`src/rtl/ram_sdp_sync_clr.sv`:
```
// ram_sdp_sync_clr
//   Single-clock simple-dual-port RAM with one write port and one read port.
//   - Read latency is selectable: READ_LATENCY = 1 or 2.
//   - q_valid is a one-cycle strobe for each accepted read.
//   - A read and a write to the same address in the same cycle is write-first.
//   - After every reset, a clear sequencer writes CLEAR_VALUE to every word.
//     The ports are ignored while busy is high.
//   Optional feature: define RAM_PARITY_EN to store an even-parity bit per word.
//   parity_err then flags a mismatch on the word being delivered.

module ram_sdp_sync_clr #(
   parameter int                    DATA_WIDTH   = 8,
   parameter int                    ADDR_WIDTH   = 6,
   parameter int                    READ_LATENCY = 1,
   parameter logic [DATA_WIDTH-1:0] CLEAR_VALUE  = '0
) (
   input  logic                  clock,
   input  logic                  reset,
   input  logic                  we,
   input  logic [ADDR_WIDTH-1:0] write_addr,
   input  logic [DATA_WIDTH-1:0] data,
   input  logic                  re,
   input  logic [ADDR_WIDTH-1:0] read_addr,
   output logic [DATA_WIDTH-1:0] q,
   output logic                  q_valid,
   output logic                  busy,
   output logic                  parity_err
);

   localparam int DEPTH = 1 << ADDR_WIDTH;

`ifdef RAM_PARITY_EN
   localparam int MEM_W = DATA_WIDTH + 1;
`else
   localparam int MEM_W = DATA_WIDTH;
`endif

   typedef enum logic [0:0] {
      ST_CLEAR = 1'b0,
      ST_READY = 1'b1
   } state_e;

   // Build a stored word from a data value. With parity enabled, the top bit holds even parity.
   function automatic logic [MEM_W-1:0] make_word(input logic [DATA_WIDTH-1:0] d);
`ifdef RAM_PARITY_EN
      return {^d, d};
`else
      return d;
`endif
   endfunction

   logic [MEM_W-1:0] mem [DEPTH];

   state_e                state_q, state_d;
   logic [ADDR_WIDTH-1:0] clr_addr_q, clr_addr_d;
   logic                  busy_q, busy_d;

   logic                  ready_s;
   logic                  mem_we_s;
   logic [ADDR_WIDTH-1:0] mem_waddr_s;
   logic [MEM_W-1:0]      mem_wdata_s;
   logic                  rd_acc_s;
   logic [MEM_W-1:0]      rd_word_s;
   logic [MEM_W-1:0]      out_word_s;
   logic                  out_vld_s;

   logic [DATA_WIDTH-1:0] q_q, q_d;
   logic                  q_valid_q, q_valid_d;

   assign ready_s = (state_q == ST_READY);

   // Clear sequencer next state: walk every address once, then settle in READY until reset.
   always_comb begin
      state_d    = state_q;
      clr_addr_d = clr_addr_q;
      case (state_q)
         ST_CLEAR: begin
            clr_addr_d = clr_addr_q + ADDR_WIDTH'(1);
            if (clr_addr_q == ADDR_WIDTH'(DEPTH - 1)) begin
               state_d = ST_READY;
            end else begin
               state_d = ST_CLEAR;
            end
         end
         ST_READY: begin
            state_d = ST_READY;
         end
         default: begin
            state_d    = ST_CLEAR;
            clr_addr_d = '0;
         end
      endcase
      busy_d = (state_d == ST_CLEAR);
   end

   // Sequencer registers. Reset always restarts the clear from address 0.
   always_ff @(posedge clock) begin
      if (reset) begin
         state_q    <= ST_CLEAR;
         clr_addr_q <= '0;
         busy_q     <= 1'b1;
      end else begin
         state_q    <= state_d;
         clr_addr_q <= clr_addr_d;
         busy_q     <= busy_d;
      end
   end

   // Select the write source: the clear sequencer while clearing, the user port once ready.
   always_comb begin
      mem_we_s    = 1'b0;
      mem_waddr_s = write_addr;
      mem_wdata_s = make_word(data);
      if (reset) begin
         mem_we_s = 1'b0;
      end else if (!ready_s) begin
         mem_we_s    = 1'b1;
         mem_waddr_s = clr_addr_q;
         mem_wdata_s = make_word(CLEAR_VALUE);
      end else begin
         mem_we_s = we;
      end
   end

   // Storage array write port. There is no reset; the sequencer initialises the contents.
   always_ff @(posedge clock) begin
      if (mem_we_s) begin
         mem[mem_waddr_s] <= mem_wdata_s;
      end
   end

   // Array read with write-first bypass when the same address is written in this cycle.
   always_comb begin
      rd_acc_s = re && ready_s;
      if (we && ready_s && (write_addr == read_addr)) begin
         rd_word_s = make_word(data);
      end else begin
         rd_word_s = mem[read_addr];
      end
   end

   generate
      if (READ_LATENCY == 2) begin : g_lat2
         logic [MEM_W-1:0] s1_word_q;
         logic             s1_vld_q;

         // Extra pipeline stage between the array read and the output register.
         always_ff @(posedge clock) begin
            if (reset) begin
               s1_word_q <= '0;
               s1_vld_q  <= 1'b0;
            end else begin
               s1_word_q <= rd_word_s;
               s1_vld_q  <= rd_acc_s;
            end
         end

         assign out_word_s = s1_word_q;
         assign out_vld_s  = s1_vld_q;
      end else begin : g_lat1
         assign out_word_s = rd_word_s;
         assign out_vld_s  = rd_acc_s;
      end
   endgenerate

   // Output stage next values: load q on a valid read, otherwise hold it.
   always_comb begin
      q_d       = q_q;
      q_valid_d = 1'b0;
      if (out_vld_s) begin
         q_d       = out_word_s[DATA_WIDTH-1:0];
         q_valid_d = 1'b1;
      end else begin
         q_d       = q_q;
         q_valid_d = 1'b0;
      end
   end

   // Output registers. Reset flushes them so no stale read survives.
   always_ff @(posedge clock) begin
      if (reset) begin
         q_q       <= '0;
         q_valid_q <= 1'b0;
      end else begin
         q_q       <= q_d;
         q_valid_q <= q_valid_d;
      end
   end

`ifdef RAM_PARITY_EN
   logic perr_q, perr_d;

   // Compare the stored parity bit with parity recomputed from the delivered data.
   always_comb begin
      perr_d = 1'b0;
      if (out_vld_s) begin
         perr_d = out_word_s[DATA_WIDTH] ^ (^out_word_s[DATA_WIDTH-1:0]);
      end else begin
         perr_d = 1'b0;
      end
   end

   // Parity error flag register, aligned with q_valid.
   always_ff @(posedge clock) begin
      if (reset) begin
         perr_q <= 1'b0;
      end else begin
         perr_q <= perr_d;
      end
   end

   assign parity_err = perr_q;
`else
   assign parity_err = 1'b0;
`endif

   assign q       = q_q;
   assign q_valid = q_valid_q;
   assign busy    = busy_q;

endmodule

```
`config.mk`:
```
export PLATFORM = sky130hd
export DESIGN_NAME = ram_sdp_sync_clr
export DESIGN_NICKNAME = d
export VERILOG_FILES = /design/src/rtl/ram_sdp_sync_clr.sv
export SDC_FILE = /design/constraint.sdc
export NUM_CORES = 1
export LEC_CHECK = 0
export ABC_AREA = 1
export BUFFER_PORTS_ARGS = -buffer_cell sky130_fd_sc_hd__buf_4
export CAP_MARGIN = 20
export CORE_MARGIN = 2
export CORE_UTILIZATION = 50
export CTS_CLUSTER_DIAMETER = 40
export DETAILED_ROUTE_END_ITERATION = 8
export PLACE_DENSITY = 0.72
export SLEW_MARGIN = 25
export SYNTH_ARGS = -nofsm -noshare
export SYNTH_HDL_FRONTEND = slang
export SYNTH_SLANG_ARGS = --single-unit
```
`constraint.sdc`:
```
create_clock -name clock -period 2.75 [get_ports clock]
set_clock_uncertainty 0.05 [all_clocks]
set_input_delay 0.55 -clock clock [delete_from_list [all_inputs] [get_ports clock]]
set_output_delay 0.55 -clock clock [all_outputs]
set_load 0.01 [all_outputs]
```
Word-level counts from Yosys, hierarchy flattened --
Memory sizes are Yosys's and may differ from the RTL's. A register that Yosys moved wholly into a read port is not among the register bits. Cells that the tools add are included.
Word-level totals: input bits 24, memories kept 1, register bits 9, bits in latches 0, word-level logic and storage cells 21, ROM bits 0, memory bits (writable) 512
Operators by class: multiplexer cells 11, reductions and logical operators 1, bitwise gates (word level) 2, $add $sub $neg 1, div/mod/pow operators 0, order comparisons 0, multiply operators 0, equality and inequality tests 1, shift-type cells 0
Memories:
- mem | depth 64, bits a word 8, rd ports 1, clocked after memory_dff 1, wr ports 1, line 52 | logic [MEM_W-1:0] mem [DEPTH];
Operator list (count):
- $mux 8 | 2
- $mux 6 | 2
- $add 6x1->6 const B | 1
- $eq 6x6->1 const B | 1
- $mux 1 | 6
- $not 1->1 | 2
- $pmux 1 s2 | 1
- $logic_and 1x1->1 | 1

Depth between registers and ports, before layout --
depth in word-level cells 4, gate-level depth with buffers 14

Least setup slack after synthesis --
OpenSTA, ideal clock, no wires.
path type input to register, from in reset, to mem mem[0][1] (netlist bit), data pin, data required time 2.200 ns, arrival time 2.438 ns, stages 4, path slack -0.237 ns, buffers on the path 2, cell sequence nor2_4 -> buf_8 -> clkbuf_1 -> nor2_1
Between the ends: cells in the longest elaborated chain, start to end 1
RTL lines:
- start: declaration | line 18 | input logic reset,
- $mux 8 | line 114 | if (reset) begin
- via mem_wdata_s[1] | line 61 | logic [MEM_W-1:0] mem_wdata_s;
- end: declaration | line 52
The timed path passes the listed nets, and every way through them passes these cells.

Final worst setup path --
from reg state_q (netlist: ready_s), to mem mem[8][1] (netlist bit) (enable)
Between the ends: cells in the longest elaborated chain, start to end 4, elaborated cells between the ends (all ways) 6, classes of those cells mux: 6
RTL lines:
- start: declaration | line 54 | state_e state_q, state_d;
- start signal: assignment | line 103 | state_q <= state_d;
- $mux 1 | line 116 | end else if (!ready_s) begin
- $mux 1 | line 114
- $mux 1 | line 127 | if (mem_we_s) begin
- $mux 1 (not written as such) | line 128 | mem[mem_waddr_s] <= mem_wdata_s;
Parallel ways exist; a longest one is shown, timed or not.

==> flow_metrics.tcl <==
set metrics [dict create \
    worst_ep_required_time_ps 2940 \
    register_area_um2 15720 \
    min_period_over_period 0.8484 \
    crit_path_end_kind "flop" \
    dp_slack_ps 103.3 \
    synth-adder-area-share 0.0005676 \
    cts_tree "built" \
    antenna_left 0 \
    cts_sinks 529 \
    syn_avg_cell_area_um2 11.34 \
    overflow 0 \
    max-cap-violations 0 \
    crit_arrival_ps 2520 \
    coreArea_um2 43270 \
    num_vias 15200 \
    synthXorXnorAreaFrac 0.0003973 \
    io_buffers 33 \
    layout_common_cells "nand2_1, edfxtp_1, nand3_1" \
    setup_ws_ps 416.9 \
    nFillCells 3416 \
    synth.area.mux_share 0 \
    synth_cells 1944 \
    final_nets 2052 \
    drc 0 \
    viasPerCell 5.716 \
    design_area_um2 25360 \
    grt_usage 0.2436 \
    cts.path.max_buffers 3 \
    grt_pass1_wl_mm 85.56 \
    place_area_um2 23450 \
    synthArstFlopShare 0 \
    cts-buffers-inserted 58 \
    period_needed_ps 2333 \
    start_kind "flop" \
    grt_max_degree 131 \
    power_leakage_uw 0.009438 \
    antenna_found_initial 1 \
    clk_pin_slew_ps 60 \
    hold_buffers 0 \
    layout_commonest_cell "nand2_1" \
    max_slew_margin 0.3408 \
    outcome "completed" \
    cts_setup_buffers 0 \
    ctsResizeCount 0 \
    hp-class "in2reg" \
    cts_root_buf "clkbuf_16" \
    synth_compound_area_frac 0.01209 \
    multiInputGateArea_um2 5632 \
    clock_latency_ps 610 \
    drive_gt1_frac 0.1336 \
    p_per_area_nw_per_um2 696.3 \
    crit_fanout 10 \
    grt_pass1_vias 14760 \
    drt-wirelength-per-cell_um 20.96 \
    synth-edff-count 512 \
    dr.pass1.iters 6 \
    dpl.hpwl_mm 33.42 \
    rows 76 \
    synth_ff_type "edfxtp_1" \
    synth-simple-area-share 0.2395 \
    drt-total-wl_mm 55.74 \
    max_freq_ghz 0.4286 \
    antenna-diode-count 0 \
    die_area_um2 45780 \
    gp_congestion 0.9348 \
    ys_seq_elements 529 \
    syn_nets 1969 \
    synth_top_family_by_area "simple AND/OR/NAND/NOR gates" \
    areaGrowthSynthToFinish_pct 15.05 \
    detail_route.iter0.violations 1881 \
    finalSetupViolCount 0 \
    finalMaxSlewViolations 0 \
    die_x_um 214.0 \
    die_y_um 214.0 \
    netlist_area_um2 22040 \
    yosysUniqueCellTypes 36 \
    ioPinCount 35 \
    grt_setup_unrepaired "false" \
    ys_seq_area_frac 0.7129 \
    crit_type "reg2reg" \
    htree_num_levels 2 \
    yosysWarnings 0 \
    ir_worst_vdd_mv 0.4896 \
    tightest_slew_ps 986.4 \
    hold_viol 0 \
    initial_core_util 0.5095 \
]
power breakdown:
group          switching (µW)  total, µW  internal [µW]  leakage (µW)
logic                     870       1190            324       0.00371
registers                13.7       8900           8880       0.00481
clock network            3140       7570           4430      0.000911
total                    4020      17700          13600       0.00944
per-layer routing:
layer / up-vias / part of all wire / track usage / routed length, µm
met3: 155 / 0.092 / 0.04218 / 5107
met2: 753 / 0.46 / 0.3873 / 25890
li1: 6956 / - / - / -
met5: - / 0.00016 / 0 / 9
met4: 2 / 0.038 / 0.09953 / 2096
met1: 7334 / 0.41 / 0.3353 / 22630
worst max-delay path, stage by stage, from the launching register on:
cell	delay [ps]
dfxtp_1	340
buf_4	200
o21ai_1	170
nand2_2	150
inv_1	150
nand4_1	270
nor2_1	630
cells by family after synthesis:
family,Yosys count
compound gates,40
xor+xnor,1
fa+ha+maj,1
buf+inv,147
flops,529
other cells,1
simple gates,1225
area by class of cell:
class | instances | share of cell area
inverters | 30 | 0.004983
well taps | 585 | 0.02886
clock inverters | 37 | 0.01263
flip-flops and latches | 529 | 0.6197
clock buffers | 70 | 0.06152
repair buffers | 140 | 0.05027
multi-input cells | 1268 | 0.2221
sequential cells by signal, indices dropped and copies added, names as in the netlist:
register,flops
q,8
ready_s,1
q_valid,1
clr_addr_q,6
busy,1
mem,512
synth_stat cells (4+ instances only):
| library cell | number | area (µm²) |
|---|---|---|
| a21oi_1 | 6 | 30.03 |
| a21oi_2 | 8 | 70.07 |
| buf_1 | 14 | 52.55 |
| buf_2 | 60 | 300.3 |
| buf_4 | 25 | 187.7 |
| clkbuf_1 | 15 | 56.30 |
| dfxtp_1 | 17 | 340.3 |
| edfxtp_1 | 512 | 15370 |
| inv_1 | 21 | 78.83 |
| inv_2 | 4 | 15.01 |
| nand2_1 | 672 | 2522 |
| nand2_2 | 7 | 43.79 |
| nand2_4 | 5 | 56.30 |
| nand3_1 | 438 | 2192 |
| nand4_1 | 8 | 50.05 |
| nor2_1 | 82 | 307.8 |
| nor3_1 | 4 | 20.02 |
| o21ai_0 | 10 | 50.05 |
| o21ai_1 | 8 | 40.04 |
| o21ai_2 | 4 | 35.03 |
metrics by stage:
stage	utilization	hold WS, ps	std cells	power [µW]	setup TNS [ps]
global placement	0.5420	469.2	2551	10200	0
detailed placement	0.5420	476.5	2551	10230	0
finish	0.5861	317.5	2659	17660	0
floorplan	-	436.9	1944	9789	-89430
CTS	0.5855	294.8	2658	17730	0
global route	0.5861	325.2	2659	18160	0
worst paths after layout:
path                       from       endpoint  slack, ps  cells after the start
hold / removal            reset  clr_addr_q[4]        320                      3
setup / recovery        ready_s      mem[8][1]        420                      6
hold reg to reg   clr_addr_q[0]  clr_addr_q[0]        500                      2
setup reg to reg        ready_s      mem[8][1]        420                      6
(Power assumes the default switching activity.)
